`config.mk`:
```
export PLATFORM = sky130hd
export DESIGN_NAME = m_mem_access_flat
export DESIGN_NICKNAME = d
export VERILOG_FILES = /design/src/rtl/m_mem_access_if.sv /design/src/rtl/m_mem_access.sv /design/src/flat_wrapper.sv
export SDC_FILE = /design/constraint.sdc
export NUM_CORES = 1
export LEC_CHECK = 0
export CAP_MARGIN = 15
export CELL_PAD_IN_SITES_DETAIL_PLACEMENT = 1
export CELL_PAD_IN_SITES_GLOBAL_PLACEMENT = 2
export CORE_MARGIN = 10
export CORE_UTILIZATION = 20
export CTS_CLUSTER_SIZE = 28
export DETAILED_ROUTE_END_ITERATION = 7
export PLACE_DENSITY = 0.92
export REMOVE_ABC_BUFFERS = 1
export SYNTH_ARGS = -nofsm -noshare
export SYNTH_HDL_FRONTEND = slang
export SYNTH_SLANG_ARGS = --single-unit
```
`constraint.sdc`:
```
create_clock -name clk -period 2.9 [get_ports clk]
set_clock_uncertainty 0.1 [all_clocks]
set_input_delay 0.435 -clock clk [delete_from_list [all_inputs] [get_ports clk]]
set_output_delay 0.435 -clock clk [all_outputs]
set_load 0.02 [all_outputs]
```
`src/rtl/m_mem_access_if.sv`:
```
// Data-memory req/ack bus between the M-stage access unit (master) and the
// variable-latency data memory (slave).
interface m_mem_access_if;
   logic        mem_req;
   logic        mem_we;
   logic [31:0] mem_addr;
   logic [3:0]  mem_byteen;
   logic [31:0] mem_wdata;
   logic        mem_ack;
   logic [31:0] mem_rdata;

   modport master (
      output mem_req, mem_we, mem_addr, mem_byteen, mem_wdata,
      input  mem_ack, mem_rdata
   );

   modport slave (
      input  mem_req, mem_we, mem_addr, mem_byteen, mem_wdata,
      output mem_ack, mem_rdata
   );
endinterface

```
`src/rtl/m_mem_access.sv`:
```
// M-stage data-memory access unit: decodes load/store, drives the req/ack bus, stalls the
// pipeline while an access is outstanding. Optional macro ALIGN_CHECK_EN adds misalign exceptions.
module m_mem_access #(
   parameter int unsigned TIMEOUT = 255
) (
   input  logic                 clk,
   input  logic                 reset,
   input  logic [31:0]          instr_in,
   input  logic [31:0]          pc_in,
   input  logic [31:0]          AO_in,
   input  logic [31:0]          RD2_in,
   m_mem_access_if.master       bus,
   output logic                 stall,
   output logic [31:0]          load_data,
   output logic                 load_valid,
   output logic                 bus_err,
   output logic [31:0]          err_pc
`ifdef ALIGN_CHECK_EN
   ,
   output logic                 exc_adel,
   output logic                 exc_ades
`endif
);

   localparam logic [5:0] OP_LW  = 6'b100011;
   localparam logic [5:0] OP_LH  = 6'b100001;
   localparam logic [5:0] OP_LHU = 6'b100101;
   localparam logic [5:0] OP_LB  = 6'b100000;
   localparam logic [5:0] OP_LBU = 6'b100100;
   localparam logic [5:0] OP_SW  = 6'b101011;
   localparam logic [5:0] OP_SH  = 6'b101001;
   localparam logic [5:0] OP_SB  = 6'b101000;

   localparam int CNT_W = (TIMEOUT > 1) ? $clog2(TIMEOUT + 1) : 1;

   typedef enum logic [1:0] {IDLE, WAIT, DONE} state_t;

   state_t           state;
   logic [CNT_W-1:0] count;
   logic [5:0]       opcode;
   logic             is_load;
   logic             is_store;
   logic             is_word;
   logic             is_half;
   logic             memop;
   logic             misalign;
   logic             issue;
   logic             req;
   logic             timeout_hit;
   logic [31:0]      ld_word_p0;

   function automatic logic [3:0] lane_en(input logic [5:0] op, input logic [1:0] lane);
      case (op)
         OP_SW:   lane_en = 4'b1111;
         OP_SH:   lane_en = lane[1] ? 4'b1100 : 4'b0011;
         OP_SB:   lane_en = 4'b0001 << lane;
         default: lane_en = 4'b0000;
      endcase
   endfunction

   function automatic logic [31:0] store_word(input logic [5:0] op, input logic [31:0] rd2);
      case (op)
         OP_SW:   store_word = rd2;
         OP_SH:   store_word = {2{rd2[15:0]}};
         OP_SB:   store_word = {4{rd2[7:0]}};
         default: store_word = 32'h0;
      endcase
   endfunction

   // Lane-select the read word and sign/zero-extend to 32 bits.
   function automatic logic [31:0] load_extend(input logic [5:0] op, input logic [1:0] lane,
                                               input logic [31:0] word);
      logic [31:0]        shifted;
      logic signed [7:0]  byte_s;
      logic signed [15:0] half_s;
      shifted = word >> {lane, 3'b000};
      byte_s  = signed'(shifted[7:0]);
      half_s  = signed'(lane[1] ? word[31:16] : word[15:0]);
      case (op)
         OP_LW:   load_extend = word;
         OP_LB:   load_extend = 32'(byte_s);
         OP_LBU:  load_extend = {24'h0, shifted[7:0]};
         OP_LH:   load_extend = 32'(half_s);
         OP_LHU:  load_extend = {16'h0, half_s};
         default: load_extend = 32'h0;
      endcase
   endfunction

   always_comb begin
      opcode   = instr_in[31:26];
      is_load  = 1'b0;
      is_store = 1'b0;
      is_word  = 1'b0;
      is_half  = 1'b0;
      case (opcode)
         OP_LW:         begin is_load  = 1'b1; is_word = 1'b1; end
         OP_LH, OP_LHU: begin is_load  = 1'b1; is_half = 1'b1; end
         OP_LB, OP_LBU:       is_load  = 1'b1;
         OP_SW:         begin is_store = 1'b1; is_word = 1'b1; end
         OP_SH:         begin is_store = 1'b1; is_half = 1'b1; end
         OP_SB:               is_store = 1'b1;
         default:       ;
      endcase
      memop = is_load | is_store;
   end

`ifdef ALIGN_CHECK_EN
   assign misalign = (is_word & (AO_in[1:0] != 2'b00)) | (is_half & AO_in[0]);
`else
   assign misalign = 1'b0;
`endif

   assign issue       = memop & ~misalign;
   assign req         = reset & (((state == IDLE) & issue) | (state == WAIT));
   assign timeout_hit = (TIMEOUT != 0) && ((32'(count) + 32'd1) == TIMEOUT);
   assign ld_word_p0  = load_extend(opcode, AO_in[1:0], bus.mem_rdata);

   assign bus.mem_req    = req;
   assign bus.mem_we     = req & is_store;
   assign bus.mem_addr   = reset ? {AO_in[31:2], 2'b00} : 32'h0;
   assign bus.mem_byteen = reset ? lane_en(opcode, AO_in[1:0]) : 4'b0000;
   assign bus.mem_wdata  = reset ? store_word(opcode, RD2_in) : 32'h0;
   assign stall          = reset & memop & (state != DONE);

   // ---- stage boundary: access FSM and registered results ----
   always_ff @(posedge clk or negedge reset) begin
      if (!reset) begin
         state      <= IDLE;
         count      <= '0;
         load_data  <= 32'h0;
         load_valid <= 1'b0;
         bus_err    <= 1'b0;
         err_pc     <= 32'h0;
`ifdef ALIGN_CHECK_EN
         exc_adel   <= 1'b0;
         exc_ades   <= 1'b0;
`endif
      end else begin
         load_valid <= 1'b0;
         bus_err    <= 1'b0;
`ifdef ALIGN_CHECK_EN
         exc_adel   <= 1'b0;
         exc_ades   <= 1'b0;
`endif
         case (state)
            IDLE: begin
               if (memop) begin
                  if (misalign) begin
                     state  <= DONE;
                     err_pc <= pc_in;
`ifdef ALIGN_CHECK_EN
                     exc_adel <= is_load;
                     exc_ades <= is_store;
`endif
                  end else if (bus.mem_ack) begin
                     state <= DONE;
                     if (is_load) begin
                        load_data  <= ld_word_p0;
                        load_valid <= 1'b1;
                     end
                  end else begin
                     state <= WAIT;
                  end
               end
            end
            WAIT: begin
               if (bus.mem_ack) begin
                  state <= DONE;
                  if (is_load) begin
                     load_data  <= ld_word_p0;
                     load_valid <= 1'b1;
                  end
               end else if (timeout_hit) begin
                  state   <= DONE;
                  bus_err <= 1'b1;
                  err_pc  <= pc_in;
               end else begin
                  count <= count + 1'b1;
               end
            end
            DONE: begin
               state <= IDLE;
               count <= '0;
            end
            default: state <= IDLE;
         endcase
      end
   end

endmodule
```
`src/flat_wrapper.sv`:
```
// flat-port wrapper written by rule: the top's interface ports become plain ports
module m_mem_access_flat 
#(
   parameter int unsigned TIMEOUT = 255
)
  (clk, reset, instr_in, pc_in, AO_in, RD2_in, stall, load_data, load_valid, bus_err, err_pc, bus_mem_req, bus_mem_we, bus_mem_addr, bus_mem_byteen, bus_mem_wdata, bus_mem_ack, bus_mem_rdata);
  m_mem_access_if bus_i ();
  input  logic clk;
  input  logic reset;
  input  logic [31:0] instr_in;
  input  logic [31:0] pc_in;
  input  logic [31:0] AO_in;
  input  logic [31:0] RD2_in;
  output logic stall;
  output logic [31:0] load_data;
  output logic load_valid;
  output logic bus_err;
  output logic [31:0] err_pc;
  output wire logic [$bits(bus_i.mem_req)-1:0] bus_mem_req;
  output wire logic [$bits(bus_i.mem_we)-1:0] bus_mem_we;
  output wire logic [$bits(bus_i.mem_addr)-1:0] bus_mem_addr;
  output wire logic [$bits(bus_i.mem_byteen)-1:0] bus_mem_byteen;
  output wire logic [$bits(bus_i.mem_wdata)-1:0] bus_mem_wdata;
  input wire logic [$bits(bus_i.mem_ack)-1:0] bus_mem_ack;
  input wire logic [$bits(bus_i.mem_rdata)-1:0] bus_mem_rdata;
  assign bus_mem_req = bus_i.mem_req;
  assign bus_mem_we = bus_i.mem_we;
  assign bus_mem_addr = bus_i.mem_addr;
  assign bus_mem_byteen = bus_i.mem_byteen;
  assign bus_mem_wdata = bus_i.mem_wdata;
  assign bus_i.mem_ack = bus_mem_ack;
  assign bus_i.mem_rdata = bus_mem_rdata;
  m_mem_access #(.TIMEOUT(TIMEOUT)) u_core (.clk(clk), .reset(reset), .instr_in(instr_in), .pc_in(pc_in), .AO_in(AO_in), .RD2_in(RD2_in), .bus(bus_i), .stall(stall), .load_data(load_data), .load_valid(load_valid), .bus_err(bus_err), .err_pc(err_pc));
endmodule
```
Word level (Yosys, flattened, before mapping)
Cells that the tools add are included.
Word-level totals
  flip-flop bits (word level): 76
  bits of input ports: 163
  word-level logic and storage cells: 72
  output and inout port bits: 137
Cells by class
  reduce and logical (&&, ||, !) cells: 9
  multiplexer cells: 29
  shift operators: 2
  add/subtract/negate cells: 2
  bitwise operators: 8
  eq/ne operators: 16
Operator list (count)
  $mux W32: 5
  $pmux W32 S5: 1
  $pmux W32 S3: 1
  $pmux W32 S2: 1
  $eq A6 B6 Y1 const B: 8
  $eq A32 B8 Y1 const B: 1
  $shr A32 B5 Y8: 1
  $mux W16: 1
  $mux W8: 2
  $pmux W8 S2: 1
  $pmux W4 S3: 1
  $add A8 B1 Y9 const B: 1
  $add A8 B1 Y8 const B: 1
  $mux W1: 8
  $mux W2: 4
  $mux W4: 2
  $ne A2 B2 Y1 const B: 3
  $reduce_and A3 Y1: 2
  $and A1 B1 Y1: 5
  $reduce_or A5 Y1: 1
  $pmux W2 S2: 1
  $reduce_and A2 Y1: 2
  $reduce_bool A2 Y1: 2
  $shl A1 B2 Y4 const A: 1
  9 further kinds: 10

Logic depth before layout (Yosys ltp)
Gate-level depths: netlist of the first run.
  depth after elaboration: 8
  gate-level depth with buffers: 8
  gate-level depth less buffers: 6

Worst setup path after synthesis of the first run
No wires, ideal clock.
  path type: input port to output port
  start point: input port instr_in[28]
  end point: output port bus_mem_wdata[24]
  buffers on the path: 2
  stages: 6
  data required time: 2365 ps
  arrival: 2070 ps
  slack: 295 ps
  cells stage by stage: nand2b_1 -> nor4_1 -> clkbuf_1 -> buf_1 -> nand2_1 -> a21boi_0
On the way
  word-level cells in the longest chain between the ends: 3
  elaborated cells between the ends (all ways): 5
  classes of those cells: 3 x eq/ne; 2 x mux
Ends and longest elaborated chain
  start, declared: line flat_wrapper.sv:10  | input logic [31:0] instr_in;
  $eq A6 B6 Y1: line m_mem_access.sv:62  | case (op)
  $pmux W32 S3 (*): line m_mem_access.sv:62
  $mux W32 (*): line m_mem_access.sv:122  | assign bus.mem_wdata = reset ? store_word(opcode, RD2_in) : 32'h0;
  end, declared: line flat_wrapper.sv:23  | output wire logic [$bits(bus_i.mem_wdata)-1:0] bus_mem_wdata;
Every way passes the cells marked *; elsewhere a longest branch is shown, timed or not.

Final worst setup path of the first run
  start point: input port instr_in[29]
  end point: output port bus_mem_byteen[2]
On the way
  word-level cells in the longest chain between the ends: 3
  elaborated cells between the ends (all ways): 5
  classes of those cells: 3 x eq/ne; 2 x mux
Ends and longest elaborated chain
  $eq A6 B6 Y1: line m_mem_access.sv:53  | case (op)
  $pmux W4 S3 (*): line m_mem_access.sv:53
  $mux W4 (*): line m_mem_access.sv:121  | assign bus.mem_byteen = reset ? lane_en(opcode, AO_in[1:0]) : 4'b0000;
  end, declared: line flat_wrapper.sv:22  | output wire logic [$bits(bus_i.mem_byteen)-1:0] bus_mem_byteen;
Marked as above.

==> metrics, run 1 <==
Post-Syn Instances about 470; crit end category output port; pwr/cell area between 400 and 500 nW/um2; dpl hpwl between 15000 and 20000 um; Slew Limit Fails 0; DRC violations left 0; dpl cell area 7750 um2; RSZ-0062 raised after global routing true; final worst path period share 96.5%; Buffers on Ports ~270; initial antenna violation count 0; CTS Sinks between 70 and 80; drt wl/cell between 15 and 20 um; GR Overflow Total 0; fmax ~360 MHz; Std-Cell Rows 55; clock buffer count from CTS 9; via count around 4600; CTS root buf clkbuf_16; die area a little under 30000 um2; Finished Layout Cells about 1000; die width roughly 170 um; Leakage roughly 3.5 nW; worst r2r dst u_core.err_pc[16]; drt pass-1 iters 4; area leader, netlist dfrtp_1; top cell type's share of synthesized area a little over two fifths; vias per cell roughly 4.4; r2r setup slk a little under 300 ps; CTS tree done; uppermost layer routed met4; min Tclk post-route around 2800 ps; Seq/Total Area, Yosys a little over two fifths; global-route usage over all layers 13.4%; Worst Hold Class reg -> reg; Avg Cell Area, Syn 9.60 um2; hold path depth 1; most frequent cell after synthesis dfrtp_1; clock-pin transition on the worst setup and hold timing paths roughly 60 ps; Top Ports 300; Core Region between 20000 and 25000 um2; async set or reset register ratio after synthesis 100%; met3 wire len 1420 um; critical setup path kind in -> out; critical path arrival 2260 ps; maximum vdd drop about 0.00025 V; status finished, final reports clean; Fin. Hold Viols 0; vias in the first global route between 5000 and 6000; area grow syn2layout 74.7%; synth warn 0; routed length on met1 7900 um; Post-synth EDFFs 0; RR Startpoint u_core.count[0]; main area contributors after synthesis dfrtp_1 42%, mux2_4 9.9%, and2_1 5.6%; Synth Register Bits 76; fraction of layout cells with a size suffix above 1 16.9%; first-pass GRT wire length just over 30000 um; FF-to-FF path depth 7; Layout Nets 924; Tightest Pin Transition 722 ps; placed cell count ~1000; post-route cell area just under 8000 um2; max_cap viols 0; Die H 171 um; top_reg_cell synth dfrtp_1; H-tree depth 3; critical path required time between 2000 and 2500 ps; Synth Cell Area ~4500 um2; Starting Density around 20%; Final Setup Violations 0; Antenna Diode Count 0; post-route ant nets 0; largest net degree at the start of global routing 54; synth unique cells 48; CP startpoint kind primary input; Clock Latency Late Sink about 330 ps; Starting DRT DRC Count around 140; gp weighted congestion 0.815; total power ~3.4 mW; Reg area 1900 um2; WHS Endpoint u_core.err_pc[25]; Worst Path Max Fanout 7; hold_sp u_core.err_pc[25]; wire length on met2 10500 um; # fillers roughly 2600; relative slew slack between 50% and 60%; DRT Wirelength 20300 um; buffer levels on the longest clock path 2; Synth top cells by count 76 x dfrtp_1, 60 x nand2_1, 47 x nor2_1, 41 x and2_1, 36 x a21oi_1; Multi-input gate area between 2000 and 2500 um2
[where the power goes]
group / internal, mW / switching [mW] / total, mW
registers: 1.19 / 0.103 / 1.30
clock network: 0.620 / 0.435 / 1.05
logic: 0.546 / 0.510 / 1.06
[state kept, by name, indices dropped and copies added, names as in the netlist]
register,cells
u_core.state,2
u_core.load_data,32
u_core.count,8
u_core.err_pc,32
u_core.bus_err,1
u_core.load_valid,1
[metal layers]
layer	track usage [%]	vias up
li1	-	2193
met4	4.27	0
met1	14.5	2273
met2	24.3	149
met5	0	-
met3	4.15	27
[placed cells by master, fill, tap and decap left out, types with 2 or more instances in the layout]
cell type,count
clkdlybuf4s50_1,231
dfrtp_1,76
nand2_1,60
nor2_1,47
and2_1,41
a21oi_1,35
buf_4,34
mux2_4,30
clkbuf_2,22
a21boi_0,16
a22oi_1,15
nand3_1,15
mux2i_1,15
nor2b_1,14
dlygate4sd2_1,14
mux2_2,10
clkbuf_16,9
inv_1,6
a31oi_1,6
nand2b_1,5
o21a_1,4
buf_12,4
nor3b_1,3
and3_1,3
xnor2_1,3
xor2_1,3
mux4_2,3
nor4_4,2
a21o_1,2
and3_2,2
nor4_1,2
o211ai_1,2
ha_1,2
conb_1,2
clkbuf_1,2
clkinv_2,2
clkbuf_8,2
[per-stage QoR]
step                util, %  TNS (ps)  hold slack [ps]  worst slack [ps]
floorplan                 -    -43020             39.4             -1120
global placement       34.4     -5980              226              -232
detailed placement     34.4     -7290              228              -280
CTS                    35.6         0              407              30.0
global route           35.3     -17.2              420             -17.2
finish                 35.3         0              409               100
[worst max-delay path by stage]
stage                       startpoint           endpoint  slack (ps)
after floorplan           instr_in[28]   bus_mem_wdata[0]       -1120
after global placement    instr_in[26]  bus_mem_wdata[28]        -230
after detailed placement  instr_in[26]  bus_mem_wdata[16]        -280
after CTS                 instr_in[30]   bus_mem_wdata[4]          30
after global routing      instr_in[26]  bus_mem_byteen[2]         -20
final                     instr_in[29]  bus_mem_byteen[2]         100
[final cells by class]
type	count	area share [%]
Timing Repair Buffer	307	36.5
Multi-Input combinational cell	359	31.4
Sequential cell	76	23.9
Tap cell	285	4.49
Clock buffer	13	3.28
Inverter	6	0.283
Clock inverter	2	0.126
[logic make-up (layout without fill, tap and decap cells)]
logic type | Yosys count | after routing | synth area share, %
flops | 76 | 76 | 41.8
compound gates | 89 | 89 | 12.5
mux | 58 | 58 | 17.2
fa+ha+maj | 2 | 2 | 0.550
xor+xnor | 6 | 6 | 1.16
simple gates | 202 | 202 | 22.0
other cells | 1 | 2 | 0.0825
buf+inv | 40 | 328 | 4.70
[what timing repair did]
| item | CTS | global route |
|---|---|---|
| hold buffers | 1 | 0 |
| endpoints found under the setup margin | 36 | 21 |
| buffers inserted | 0 | 2 |
| pin swaps | 0 | 0 |
| endpoints found under the hold margin | 3 | 0 |
| cloned | 0 | 1 |
| gates resized for setup | 39 | 59 |
[worst max-delay path: stages]
cell             delay (ps)
clkdlybuf4s50_1         480
inv_1                   110
nor4_4                  360
buf_4                   170
buf_4                   130
a31oi_1                  60
nor2b_1                 140
dlygate4sd2_1           370
Power figures use the tool's default switching activity.
==> inputs of run 2 (changes only) <==
- CTS_CLUSTER_DIAMETER: unset -> 100
==> results of run 2 <==
No change in the layout: final DEF, timing and power equal those of run 1.
==> inputs of run 3 (changes only) <==
- CORE_MARGIN: 10 -> 2
- PLACE_DENSITY: 0.92 -> unset
- PLACE_DENSITY_LB_ADDON: unset -> 0.1
==> run 3 against run 2 <==
Against the previous run:
- non-clock buffer count did not move
- global-route usage rose by 2.5 points
- setup slack got worse by 21 ps
- clock power rose by 19%
- routed wire length fell by 5.9%
- core utilization rose by 0.47 points
- critical path type unchanged
- largest cell class unchanged
==> metrics, run 3 (synthesized netlist as in run 1, its figures left out) <==
Die H 155 um (-9.4%); Post-Route Utilization 35.8% (+0.47 points); most frequent cells in the layout 232 x clkdlybuf4s50_1, 76 x dfrtp_1, 60 x nand2_1; Starting DRT DRC Count 141 (+3.7%); Fin. Hold Viols 0 (unchanged); die area 24000 um2 (-18%); vias in the first global route 5026 (-0.30%); initial antenna violation count 1 (+1); dpl hpwl 14600 um (-11%); Buffers on Ports 271 (unchanged); final hold slack 297 ps (-112 ps); Tightest Pin Transition 593 ps (-129 ps); RSZ-0062 raised after global routing true; critical path arrival 2290 ps (+30 ps); post-route cell area 8050 um2 (+1.3%); pwr/cell area 445 nW/um2 (+3.8%); wire length on met2 9500 um (-10%); first-pass GRT wire length 29300 um (-3.0%); crit end category output port; clock-pin transition on the worst setup and hold timing paths 60 ps (about the same); Layout Nets 924 (unchanged); H-tree depth 3 (unchanged); routed length on met1 7940 um (+0.52%); drt wl/cell 18.2 um (-6.1%); min Tclk post-route 2820 ps (+21.1 ps); fmax 355 MHz (-0.75%); CTS tree done; critical setup path kind in -> out; Setup TNS Final 0 ps (unchanged); Starting Density 20.2% (unchanged); Worst Path Max Fanout 11 (+4); Top Ports 300 (unchanged); die width 155 um (-9.4%); Comb power frac 29.0% (-2.0 points); clock buffer count from CTS 9 (unchanged); Slew Limit Fails 0 (unchanged); gp weighted congestion 0.740 (-9.1%); Regs by FF count u_core.err_pc (32), u_core.load_data (32), u_core.count (8); Setup WS post-layout 79.2 ps (-21.1 ps); CP startpoint kind primary input; largest net degree at the start of global routing 46 (-15%); dpl cell area 7730 um2 (-0.16%); Sw Ratio 30.4% (-0.39 points); status finished, final reports clean; global-route usage over all layers 15.8% (+2.5 points); Std-Cell Rows 55 (unchanged); Sw Pwr 1.09 mW (+3.9%); Multi-input gate area 2500 um2 (+0.45%); final worst path period share 97.3% (+0.73 points); Clock Latency Late Sink 340 ps (about the same); DRT Wirelength 19100 um (-5.9%); sequential fraction of design power 36.2% (-1.8 points); drt pass-1 iters 4 (unchanged); area grow syn2layout 77.0%; Reg area 1900 um2 (unchanged); uppermost layer routed met4; maximum vdd drop 0.000276 V (+12%); max_cap viols 0 (unchanged); Worst Hold Class in -> async; vias per cell 4.43 (about the same); met3 wire len 1440 um (+1.8%); buffer levels on the longest clock path 2 (unchanged); Pint 2.50 mW (+5.8%); Leakage 3.49 nW (+0.88%); Final Setup Violations 0 (unchanged); relative slew slack 60.5% (+8.6 points); via count 4649 (+0.15%); Clock Power Share 34.9% (+3.9 points); pre-CTS setup slack -350 ps (-69.5 ps); post-route ant nets 0 (unchanged); CTS Sinks 76 (unchanged); critical path required time 2370 ps (about the same); CTS root buf clkbuf_16; GR Overflow Total 0 (unchanged); Core Region 22500 um2 (unchanged); fraction of layout cells with a size suffix above 1 16.9% (-0.022 points); # fillers 2548 (-1.1%); most common cell after layout, fill and taps aside clkdlybuf4s50_1; DRC violations left 0 (unchanged)
## run 3: changes by cell type in the layout (fill, tap and decap cells not counted), sizes merged
cell and delta:
clkbuf -16, buf +2, clkdlybuf4s15 +7, clkinvlp +2, dlymetal6s2s +1, bufinv +2
inv +2, clkdlybuf4s50 +1, diode +1, dlygate4sd2 +1, clkinv -1
## run 3: cell type report
type	count	share of cell area, %
repair buffers	307	36.5
multi-input cells	359	31.1
flip-flops and latches	76	23.6
well taps	285	4.43
clock buffers	9	2.80
clock inverters	7	1.21
inverters	6	0.280
diodes	1	0.0311
## run 3: what timing repair did
action                     CTS  global route
buffers inserted             1             1
hold buffers                 1             0
pin swaps                    1             2
cloned                       2             0
setup endpoints to repair   38            28
gates resized for setup     69            38
hold endpoints to repair     5             0
## run 3: metal layers
| metal | vias to the layer above | GRT usage [%] |
|---|---|---|
| met5 | - | 0 |
| met4 | 0 | 4.32 |
| met3 | 13 | 5.13 |
| met2 | 183 | 28.0 |
| met1 | 2250 | 18.4 |
| li1 | 2203 | - |
## run 3: final timing paths
check	from	to	depth (start not counted)	slack (ps)
worst min-delay path	reset	u_core.load_data[13]	2	300
max in group asynchronous	reset	u_core.load_data[23]	2	1750
min in group clk	u_core.err_pc[26]	u_core.err_pc[26]	1	400
worst max register to register	u_core.count[2]	u_core.err_pc[27]	6	330
worst max-delay path	instr_in[30]	bus_mem_wdata[24]	8	80
worst min register to register	u_core.err_pc[26]	u_core.err_pc[26]	1	400
## run 3: worst max-delay path, cell delays in order
cell             delay (ps)
clkdlybuf4s50_1         420
nand2b_4                180
nor4_4                  260
buf_4                   180
buf_6                   160
nand2_1                  60
a21boi_0                220
clkdlybuf4s15_1         360
## run 3: power by group through the flow
stage	Sequential, mW	Combinational (mW)	Clock [mW]
after CTS	1.30	1.06	1.30
after global placement	1.31	1.03	0
after detailed placement	1.32	1.05	0
after floorplan	1.44	0.263	0
final	1.30	1.04	1.25
after global routing	1.32	1.12	1.35
## run 3: metrics by stage
stage	instances	total power [mW]
3_5_place_dp	1028	2.37
6_report	1050	3.58
4_1_cts	1048	3.66
5_1_grt	1050	3.79
2_1_floorplan	441	1.70
3_3_place_gp	1028	2.34
